<file path="src/rtl/gstmcu_vaddr_cnt.sv">
// Video display address counter: CPU-visible screen base, line width and live
// word counter, reloaded at vertical sync and advanced by fetch/line strobes.
module gstmcu_vaddr_cnt #(
    parameter int unsigned AW      = 22,
    parameter int unsigned LW_BITS = 8
) (
    input  logic          c,
    input  logic          r,
    input  logic          ste,
    input  logic [2:0]    reg_sel,
    input  logic          reg_wr,
    input  logic [7:0]    reg_din,
    output logic [7:0]    reg_dout,
    input  logic          vsync_ld,
    input  logic          fetch,
    input  logic          line_end,
    output logic [AW-1:0] vaddr
);

    typedef logic [AW-1:0] addr_t;

    addr_t              base;
    addr_t              cnt;
    logic [LW_BITS-1:0] lw;

    addr_t              base_nxt;
    addr_t              cnt_nxt;
    logic [LW_BITS-1:0] lw_eff;
    logic [LW_BITS:0]   line_words;
    addr_t              line_inc;
    logic [23:0]        base_x;
    logic [23:0]        cnt_x;

    // Byte views zero-extended to 24 bits so unused upper address bits read 0.
    assign base_x = 24'(base);
    assign cnt_x  = 24'(cnt);

    assign lw_eff     = ste ? lw : '0;
    assign line_words = {1'b0, lw_eff} + {{LW_BITS{1'b0}}, fetch};
    assign line_inc   = addr_t'({line_words, 1'b0});

    always_comb begin
        base_nxt = base;
        if (reg_wr) begin
            case (reg_sel)
                3'd0: base_nxt[AW-1:16] = reg_din[AW-17:0];
                3'd1: base_nxt[15:8]    = reg_din;
                3'd2: if (ste) base_nxt[7:0] = reg_din & 8'hFE;
                default: ;
            endcase
        end
    end

    // Priority: vsync load, then STE byte write (drops strobes), then line, then fetch.
    always_comb begin
        cnt_nxt = cnt;
        if (vsync_ld) begin
            cnt_nxt = {base[AW-1:8], (ste ? base[7:0] : 8'h00)} & ~addr_t'(1);
        end else if (reg_wr && ste && (reg_sel == 3'd3 || reg_sel == 3'd4 || reg_sel == 3'd5)) begin
            case (reg_sel)
                3'd3:    cnt_nxt[AW-1:16] = reg_din[AW-17:0];
                3'd4:    cnt_nxt[15:8]    = reg_din;
                default: cnt_nxt[7:0]     = reg_din & 8'hFE;
            endcase
        end else if (line_end) begin
            cnt_nxt = cnt + line_inc;
        end else if (fetch) begin
            cnt_nxt = cnt + addr_t'(2);
        end
    end

    always_ff @(posedge c or posedge r) begin
        if (r) begin
            base <= '0;
            cnt  <= '0;
            lw   <= '0;
        end else begin
            base <= base_nxt;
            cnt  <= cnt_nxt;
            if (reg_wr && ste && reg_sel == 3'd6)
                lw <= reg_din[LW_BITS-1:0];
        end
    end

    always_comb begin
        reg_dout = '0;
        case (reg_sel)
            3'd0: reg_dout = base_x[23:16];
            3'd1: reg_dout = base_x[15:8];
            3'd2: reg_dout = ste ? (base_x[7:0] & 8'hFE) : 8'h00;
            3'd3: reg_dout = cnt_x[23:16];
            3'd4: reg_dout = cnt_x[15:8];
            3'd5: reg_dout = cnt_x[7:0] & 8'hFE;
            3'd6: reg_dout = ste ? 8'(lw) : 8'h00;
            default: reg_dout = '0;
        endcase
    end

    assign vaddr = cnt;

endmodule

</file>
<file path="config.mk">
export PLATFORM = sky130hd
export DESIGN_NAME = gstmcu_vaddr_cnt
export DESIGN_NICKNAME = d
export VERILOG_FILES = /design/src/rtl/gstmcu_vaddr_cnt.sv
export SDC_FILE = /design/constraint.sdc
export NUM_CORES = 1
export LEC_CHECK = 0
export ABC_AREA = 0
export CORE_ASPECT_RATIO = 1.75
export CORE_MARGIN = 2
export CORE_UTILIZATION = 52
export CTS_BUF_LIST = sky130_fd_sc_hd__clkbuf_2
export CTS_CLUSTER_SIZE = 30
export DETAILED_ROUTE_END_ITERATION = 8
export PLACE_DENSITY_LB_ADDON = 0.2
export SYNTH_ARGS = -nofsm -noshare
export SYNTH_HDL_FRONTEND = slang
export SYNTH_SLANG_ARGS = --single-unit
</file>
<file path="constraint.sdc">
create_clock -name c -period 2.8 [get_ports c]
set_input_delay 0.56 -clock c [delete_from_list [all_inputs] [get_ports c]]
set_output_delay 0.56 -clock c [all_outputs]
set_load 0.02 [all_outputs]
</file>
# Word level (Yosys, flattened, before mapping)
# Index checks and enable logic that the tools add are counted.
[totals]
reg_bits = 51
out_inout_bits = 30
[op_classes]
add_sub_neg = 3
n_eq_ne = 9
n_mux = 10
n_reduce_logical = 14
[ops]
columns = ["op", "count"]
rows = [
  ["$mux 22", 4],
  ["$pmux 8 s7", 1],
  ["$mux 8", 4],
  ["$add 22x10->22", 1],
  ["$add 22x2->22 const B", 1],
  ["$reduce_and 2->1", 5],
  ["$add 8x1->9", 1],
  ["$eq 3x3->1 const B", 3],
  ["$ne 3x3->1 const B", 3],
  ["$eq 3x2->1 const B", 2],
  ["$mux 6", 1],
  ["$reduce_bool 4->1", 1],
  ["$eq 3x1->1 const B", 1],
  ["$logic_and 1x1->1", 3],
  ["$logic_not 3->1", 1],
  ["$reduce_and 3->1", 1],
  ["$logic_or 1x1->1", 2],
  ["$reduce_or 2->1", 1],
]

# Logic depth before layout (Yosys ltp)
# Gate-level depths: netlist of run 1.
[depth]
depth_word = 6
mapped_depth = 16

# Worst setup path after synthesis of run 1
# No wires, ideal clock.
[synth_timing]
kind = "input to register"
start = "input port ste"
end = "register cnt[21] (netlist: vaddr[21])"
setup_ns = 0.121
t_arrival_ns = 3.503
required_ns = 2.679
setup_slack_ns = -0.824
path_stages = 15
cell_sequence = "clkbuf_1 > buf_1 > and2_1 > ha_1 > ha_1 > nand3_1 > xor2_1 > nor2_1 > ha_1 > a21o_1 > a221oi_4 > o22ai_4 > and3_4 > a21o_1 > a22o_1"
[synth_via]
elab_chain_cells = 6
word_cells_on_any_way = 11
classes_between = "2 x add/sub; 1 x eq/ne; 4 x mux; 4 x reduce/logical"
[synth_lines]
columns = ["item", "line_no", "text"]
rows = [
  ["start, declared", "9", "input logic ste,"],
  ["$mux 8", "38", "assign lw_eff = ste ? lw : '0;"],
  ["$add 8x1->9", "39", "assign line_words = {1'b0, lw_eff} + {{LW_BITS{1'b0}}, fetch};"],
  ["$add 22x10->22", "66", "cnt_nxt = cnt + line_inc;"],
  ["$mux 22", "65", "end else if (line_end) begin"],
  ["$mux 22", "59", "end else if (reg_wr && ste && (reg_sel == 3'd3 || reg_sel == 3'd4 || reg_sel == 3'd5)) begin"],
  ["$mux 22", "57", "if (vsync_ld) begin"],
  ["end signal, assigned", "79", "cnt <= cnt_nxt;"],
  ["end, declared", "23", "addr_t cnt;"],
]
# Several ways; a longest one is shown, not always the timed one.
# A chain may end at the register's enable or synchronous reset.

# Worst setup path in the final report of run 1
[layout_timing]
start = "register lw[0]"
end = "register cnt[19] (netlist: vaddr[19])"
[layout_via]
elab_chain_cells = 6
[layout_lines]
columns = ["item", "line_no", "text"]
rows = [
  ["start, declared", "24", "logic [LW_BITS-1:0] lw;"],
  ["start signal, assigned", "81", "lw <= reg_din[LW_BITS-1:0];"],
  ["$mux 8", "38", ""],
  ["$add 8x1->9", "39", ""],
  ["$add 22x10->22", "66", ""],
  ["$mux 22", "65", ""],
  ["$mux 22", "59", ""],
  ["$mux 22", "57", ""],
]
# No other way between the ends.

==> reports/summary.txt, run 1 <==
==================================================================================
Placement row count                                                             41
Remaining number of nets flagged by the antenna check after routing              0
Total area of multi-input combinational cells                          0.00266 mm²
Drt via density                                                               6.49
Reg clk slew, reported paths                                                250 ps
Violations in the final reports                                       setup timing
Largest net degree at the start of global routing                               31
Slew headroom                                                                65.3%
Antenna violations before repair                                                 0
Outcome                                                               finished, violations left
First DRT Iteration DRCs                                                       396
Power share of the clock group                                               10.2%
Final Max Slew Viols                                                             0
Critical Path Sink Type                                                  flip-flop
Final layout net count                                                         564
Drt wl/cell                                                                23.7 µm
Total cell area at the placement stage                                 0.00486 mm²
Total length of routed wires                                               14.7 mm
Max Buffers Root-to-Sink                                                         2
Horiz. Die Dim                                                             68.1 µm
CORE AREA                                                              0.00708 mm²
Number of fillers in the final layout                                          512
Maximum ir drop on the vdd rail                                           0.336 mV
Count of boundary I/O pins                                                      48
FFs w/ async S/R, synth                                                       100%
Non-Filler Cell Area, Final                                            0.00529 mm²
CTS sink cnt                                                                    50
Max Cap Viol                                                                     0
Share of total power in combinational logic                                  50.9%
Area leader, netlist                                                       dfrtp_1
Library cells used by synthesis                                                 63
Slew at the pin closest to its max-slew limit                               521 ps
Arr. time, crit path                                                       3420 ps
Worst-case clock skew                                                      19.4 ps
Unrepaired setup endpoints after global routing                               true
Total via count after detailed routing                                        4032
Final total negative setup slack                                          -1620 ps
Summed instance area of the synthesized netlist                        0.00374 mm²
Worst hold-check path type                                            input port to async pin
Quantity of hold-fixing buffers added after cts                                  0
Share of the synthesized area in the top cell type                           33.4%
Total overflow reported by the global router                                     0
Highest-delay cell along the critical path                                 dfrtp_1
P per Cell Area                                                         572 mW/mm²
Initial cell density of the core                                             52.9%
Fraction of the core area covered by cells at the end of the flow            74.7%
Synth-to-layout area growth                                                  41.2%
Final hold vios                                                                  0
Worst setup path class                                                flip-flop to flip-flop
Worst reg2reg path depth                                                        15
Register area                                                          0.00125 mm²
Antenna Cells                                                                    0
Crit start category                                                      flip-flop
Final worst-path setup slack                                               -233 ps
Maximum fanout along the worst path                                              4
Number of global-route vias before repair                                     4036
Part of the Yosys area used for sequential elements                          33.4%
Peak clock frequency supported by timing                                   330 MHz
First-pass GRT wire length                                                 21.6 mm
Count of unresolved DRC violations after routing                                 0
# H-tree levels                                                                  2
Clock Latency Late Sink                                                     480 ps
Combined buffer and inverter count along the critical path                       1
Total nets after synthesis                                                     441
Library cell with the highest instance count after synthesis               dfrtp_1
Finish-stage setup viols                                                        15
Dominant synthesized flop cell                                             dfrtp_1
Sequential Power Share                                                       38.9%
Mean area per synthesized cell                                            9.11 µm²
Overall track demand over capacity in global routing                         38.3%
Root Buffer                                                               clkbuf_2
Die Area                                                               0.00792 mm²
Delay of the slowest cell on the worst path                                 430 ps
Number of port buffers                                                          46
Cells along the critical path                                         and2_4 > ha_4 > ha_4 > nand3_2 > nor2_2 > xnor2_1 > and2_4 > ha_4 > nand3_2 > or2_4 > o22ai_4 > buf_6 > nand3_2 > a32o_1 > a32o_1
Final-layout worst hold slack                                               381 ps
Layout cell share with drive strength beyond 1                               37.8%
Leading cell types by total area after synthesis                      dfrtp_1 (33%), mux2_2 (11%), o21ai_0 (4.4%)
Final weighted congestion of routability-driven global placement              1.00
Most frequent cells after synthesis                                   dfrtp_1 (50), mux2_2 (36), nand2_1 (35)
Total leakage power                                                        2.31 nW
First-pass iteration count of the detailed router                                5
Sw frac                                                                      42.5%
Switching power                                                            1.29 mW
Crit path required time                                                    3190 ps
Register bit count reported by yosys                                            50
HPWL reported at the end of detailed placement                             10.6 mm
Crit path time final                                                       3030 ps
CTS Buf Count                                                                    5
Pint                                                                       1.74 mW
Final period utilization                                                      108%
Clock tree from TritonCTS                                                      yes
Number of stages on the worst setup path                                        15
Post-synth EDFFs                                                                 0
Syn. warnings                                                                    0
Dominant delay contributor by cell family on the critical path        simple AND/OR/NAND/NOR gates
Vert. Die Dim                                                               116 µm
Post-Synthesis Cells                                                           411
==================================================================================
## stage by stage
step / instances / setup slack [ps] / power [mW]
after floorplan: 411 / -423 / 1.87
after global placement: 598 / -778 / 2.50
after detailed placement: 598 / -920 / 2.53
after CTS: 613 / -138 / 2.93
after global routing: 621 / -363 / 3.18
final: 621 / -233 / 3.02
## final timing paths
kind	startpoint	to	slack (ps)
worst min-delay path	r	base[2]$_DFFE_PP0P_	380
worst max-delay path	lw[0]$_DFFE_PP0P_	vaddr[19]$_DFFE_PP0P_	-230
min in group c	base[2]$_DFFE_PP0P_	base[2]$_DFFE_PP0P_	570
worst max register to register	lw[0]$_DFFE_PP0P_	vaddr[19]$_DFFE_PP0P_	-230
worst min register to register	base[2]$_DFFE_PP0P_	base[2]$_DFFE_PP0P_	570
max in group asynchronous	r	base[11]$_DFFE_PP0P_	1900
## sequential cells by signal, summed over array words and instances (netlist names)
| name | flops |
|---|---|
| base | 21 |
| vaddr | 21 |
| lw | 8 |
## power groups by stage
stage / Clock (mW) / Sequential [mW] / Combinational (mW)
floorplan: 0 / 1.17 / 0.697
global placement: 0 / 1.16 / 1.34
detailed placement: 0 / 1.16 / 1.37
CTS: 0.314 / 1.16 / 1.45
global route: 0.337 / 1.19 / 1.65
finish: 0.309 / 1.18 / 1.54
## layer usage
metal	wire, µm	share of wire [%]	up-vias	global-route usage (%)
met5	0	0	-	0
met4	1330	9.0	0	29.2
met3	859	5.8	87	5.59
met2	7390	50	211	65.5
met1	5130	35	1964	40.9
li1	-	-	1770	-
## kinds of logic (layout without fill, tap and decap cells)
kind of cell	Yosys count	in the layout	share of synthesized area, %
DFF	50	50	33.4
buffers and inverters	32	156	4.31
other	1	1	0.100
muxes	46	46	13.5
adders and majority gates	12	12	4.21
AOI/OAI and AO/OA	130	130	24.4
xor gates and xnor gates	12	12	2.81
and+or+nand+nor	128	128	17.3
## cell type report
cell class	instances	share of cell area [%]
clock inverters	2	0.166
multi-input cells	329	50.2
inverters	7	0.497
repair buffers	141	22.8
well taps	86	2.04
flip-flops and latches	50	23.7
clock buffers	6	0.568
## repair_timing
| item | CTS | global route |
|---|---|---|
| endpoints found under the setup margin | 24 | 25 |
| buffers inserted | 7 | 9 |
| resized for setup | 58 | 38 |
| hold endpoints to repair | 0 | 0 |
| pin swaps | 31 | 21 |
## placed cells by master (no fill, tap or decap), types with 5 or more instances in the layout
master           instances
a21o_1                   6
a21oi_1                 18
a22o_1                   5
a22oi_1                  8
a31oi_1                  7
a32o_1                   5
and2_1                   6
buf_4                   84
buf_6                    9
clkbuf_2                11
clkdlybuf4s50_1         35
dfrtp_1                 50
ha_1                     6
ha_4                     5
inv_1                    6
mux2_2                  36
mux2i_1                  9
nand2_1                 35
nand2b_1                 5
nand3_1                 15
nand3_2                  6
nor2_1                  25
o21ai_0                 23
o21ai_1                  9
xnor2_1                  5
Note: power is estimated with default switching activity, not from simulation.
==> run 2: changes to the inputs <==
==> constraint.sdc (replaced) <==
create_clock -name c -period 2.4 [get_ports c]
set_input_delay 0.48 -clock c [delete_from_list [all_inputs] [get_ports c]]
set_output_delay 0.48 -clock c [all_outputs]
set_load 0.02 [all_outputs]
==> run 2 against run 1 <==
Against the previous run: the run still ends with setup timing left; design area up 3.6%; sequential power up 13%; clock power up 15%; sequential share of layout area down 0.83 points; hold slack worse by 84 ps; power up 20%.
==> reports/summary.txt, run 2 (synthesis results as in run 1) <==
==================================================================================
Outcome                                                               finished, violations left
Violations in the final reports                                       setup timing
Count of boundary I/O pins                                                      48
Final worst-path setup slack                                               -635 ps
Die Area                                                               0.00792 mm²
Antenna Cells                                                                    0
First-pass iteration count of the detailed router                                5
Root Buffer                                                               clkbuf_2
First-pass GRT wire length                                                 21.9 mm
Worst-case clock skew                                                      29.2 ps
Arr. time, crit path                                                       3410 ps
Total overflow reported by the global router                                     0
Total leakage power                                                        2.45 nW
P per Cell Area                                                         662 mW/mm²
Layout cell share with drive strength beyond 1                               41.5%
Total via count after detailed routing                                        4166
Drt via density                                                               6.46
CTS sink cnt                                                                    50
Sequential Power Share                                                       36.7%
Overall track demand over capacity in global routing                         38.2%
Placement row count                                                             41
Busiest layer in global routing                                               met2
Final total negative setup slack                                          -8220 ps
Register area                                                          0.00125 mm²
Maximum ir drop on the vdd rail                                           0.402 mV
Max Buffers Root-to-Sink                                                         2
Initial cell density of the core                                             52.9%
Slew headroom                                                                60.8%
Antenna violations before repair                                                 0
Delay of the slowest cell on the worst path                                 540 ps
First DRT Iteration DRCs                                                       352
Number of global-route vias before repair                                     4267
Crit path time final                                                       3040 ps
Crit start category                                                     input port
Clock Latency Late Sink                                                     470 ps
Total length of routed wires                                               14.8 mm
Unrepaired setup endpoints after global routing                               true
Number of port buffers                                                          46
Number of fillers in the final layout                                          515
Count of unresolved DRC violations after routing                                 0
Share of total power in combinational logic                                  53.5%
Worst hold-check path type                                            input port to async pin
Drt wl/cell                                                                22.9 µm
Cells along the critical path                                         clkdlybuf4s50_1 > ha_4 > ha_4 > nand3_1 > nor2_1 > xnor2_1 > and2_4 > ha_4 > nand3_2 > or2_4 > o22ai_4 > buf_6 > nand3_2 > a32o_1 > a32o_1
Highest-delay cell along the critical path                            clkdlybuf4s50_1
Crit path required time                                                    2770 ps
Power share of the clock group                                                9.8%
Non-Filler Instances                                                           645
Grt met1 use                                                                 40.1%
Horiz. Die Dim                                                             68.1 µm
Dominant delay contributor by cell family on the critical path        simple AND/OR/NAND/NOR gates
Leading cell types in the layout, fill and taps excluded              buf_4 (102), dfrtp_1 (50), mux2_2 (34), nand2_1 (34), clkdlybuf4s50_1 (34)
Worst reg2reg path depth                                                        15
Reg clk slew, reported paths                                                250 ps
Switching power                                                            1.53 mW
Pint                                                                       2.10 mW
Total area of multi-input combinational cells                          0.00264 mm²
Leading cell type in the layout, fill and taps excluded                      buf_4
Slew at the pin closest to its max-slew limit                               588 ps
HPWL reported at the end of detailed placement                             10.8 mm
Peak clock frequency supported by timing                                   329 MHz
Critical Path Sink Type                                                  flip-flop
# H-tree levels                                                                  2
Final hold vios                                                                  0
CTS Buf Count                                                                    5
Synth-to-layout area growth                                                  46.4%
Most used cell along the critical path                                        ha_4
Combined buffer and inverter count along the critical path                       2
GR met3 Demand/Resource                                                      7.80%
Finish-stage setup viols                                                        18
Overall power of the completed layout                                      3.63 mW
CORE AREA                                                              0.00708 mm²
Final weighted congestion of routability-driven global placement             0.980
Fraction of the core area covered by cells at the end of the flow            77.4%
Sw frac                                                                      42.1%
Remaining number of nets flagged by the antenna check after routing              0
Clock tree from TritonCTS                                                      yes
Global routing met2 resource utilization                                     63.4%
Final layout net count                                                         588
Worst setup path class                                                input port to flip-flop
Maximum fanout along the worst path                                              4
Final period utilization                                                      126%
Final Max Slew Viols                                                             0
Number of stages on the worst setup path                                        15
Max Cap Viol                                                                     0
Largest net degree at the start of global routing                               34
Quantity of hold-fixing buffers added after cts                                  0
Vert. Die Dim                                                               116 µm
Number of cells after detailed placement                                       618
==================================================================================
run 2: path summary, 6_finish.rpt:
kind                                       from               endpoint  slack, ps
setup / recovery                          fetch  vaddr[19]$_DFFE_PP0P_       -640
hold / removal                                r   base[18]$_DFFE_PP0P_        300
setup reg to reg              lw[0]$_DFFE_PP0P_  vaddr[19]$_DFFE_PP0P_       -610
hold reg to reg            base[11]$_DFFE_PP0P_   base[11]$_DFFE_PP0P_        580
max in group asynchronous                     r  vaddr[19]$_DFFE_PP0P_       1580
min in group c             base[11]$_DFFE_PP0P_   base[11]$_DFFE_PP0P_        580
run 2: metal layers:
layer  vias to the layer above  share of wire, %  wire [µm]
met2                       235                50       7380
li1                       1819                 -          -
met1                      2007                34       5020
met5                         -                 0          0
met3                       105               6.6        979
met4                         0               9.6       1430
run 2: power groups by stage:
stage	clock network (mW)	registers, mW	logic, mW
6_report	0.356	1.33	1.94
5_1_grt	0.383	1.35	2.08
4_1_cts	0.365	1.31	1.81
3_5_place_dp	0	1.33	1.73
3_3_place_gp	0	1.32	1.69
2_1_floorplan	0	1.38	0.849
run 2: through the flow:
step           setup WS [ps]  area [µm²]  hold slack (ps)
6_report                -635        5480              297
5_1_grt                 -707        5480              314
4_1_cts                 -524        5340              287
3_5_place_dp           -1180        5090              530
3_3_place_gp           -1110        5090              505
2_1_floorplan           -743        3900              481
run 2: what timing repair did:
action	CTS	global route
resized for setup	65	33
pin swaps	34	25
setup buffers	11	9
endpoints found under the setup margin	27	25
run 2: cell type report:
type                            instances  share of cell area (%)
Timing Repair Buffer                  165                    25.8
Tap cell                               86                    1.96
Inverter                                7                   0.480
Clock inverter                          3                   0.297
Multi-Input combinational cell        329                    48.2
Clock buffer                            5                   0.457
Sequential cell                        50                    22.8
run 2: worst register-to-register path, delay by kind of cell, from the launching register on:
kind / cells / cell delay (ps)
xor gates and xnor gates: 1 / 120
buffers and inverters: 1 / 140
and+or+nand+nor: 7 / 890
AOI/OAI and AO/OA: 3 / 700
DFF: 1 / 450
adders and majority gates: 3 / 620
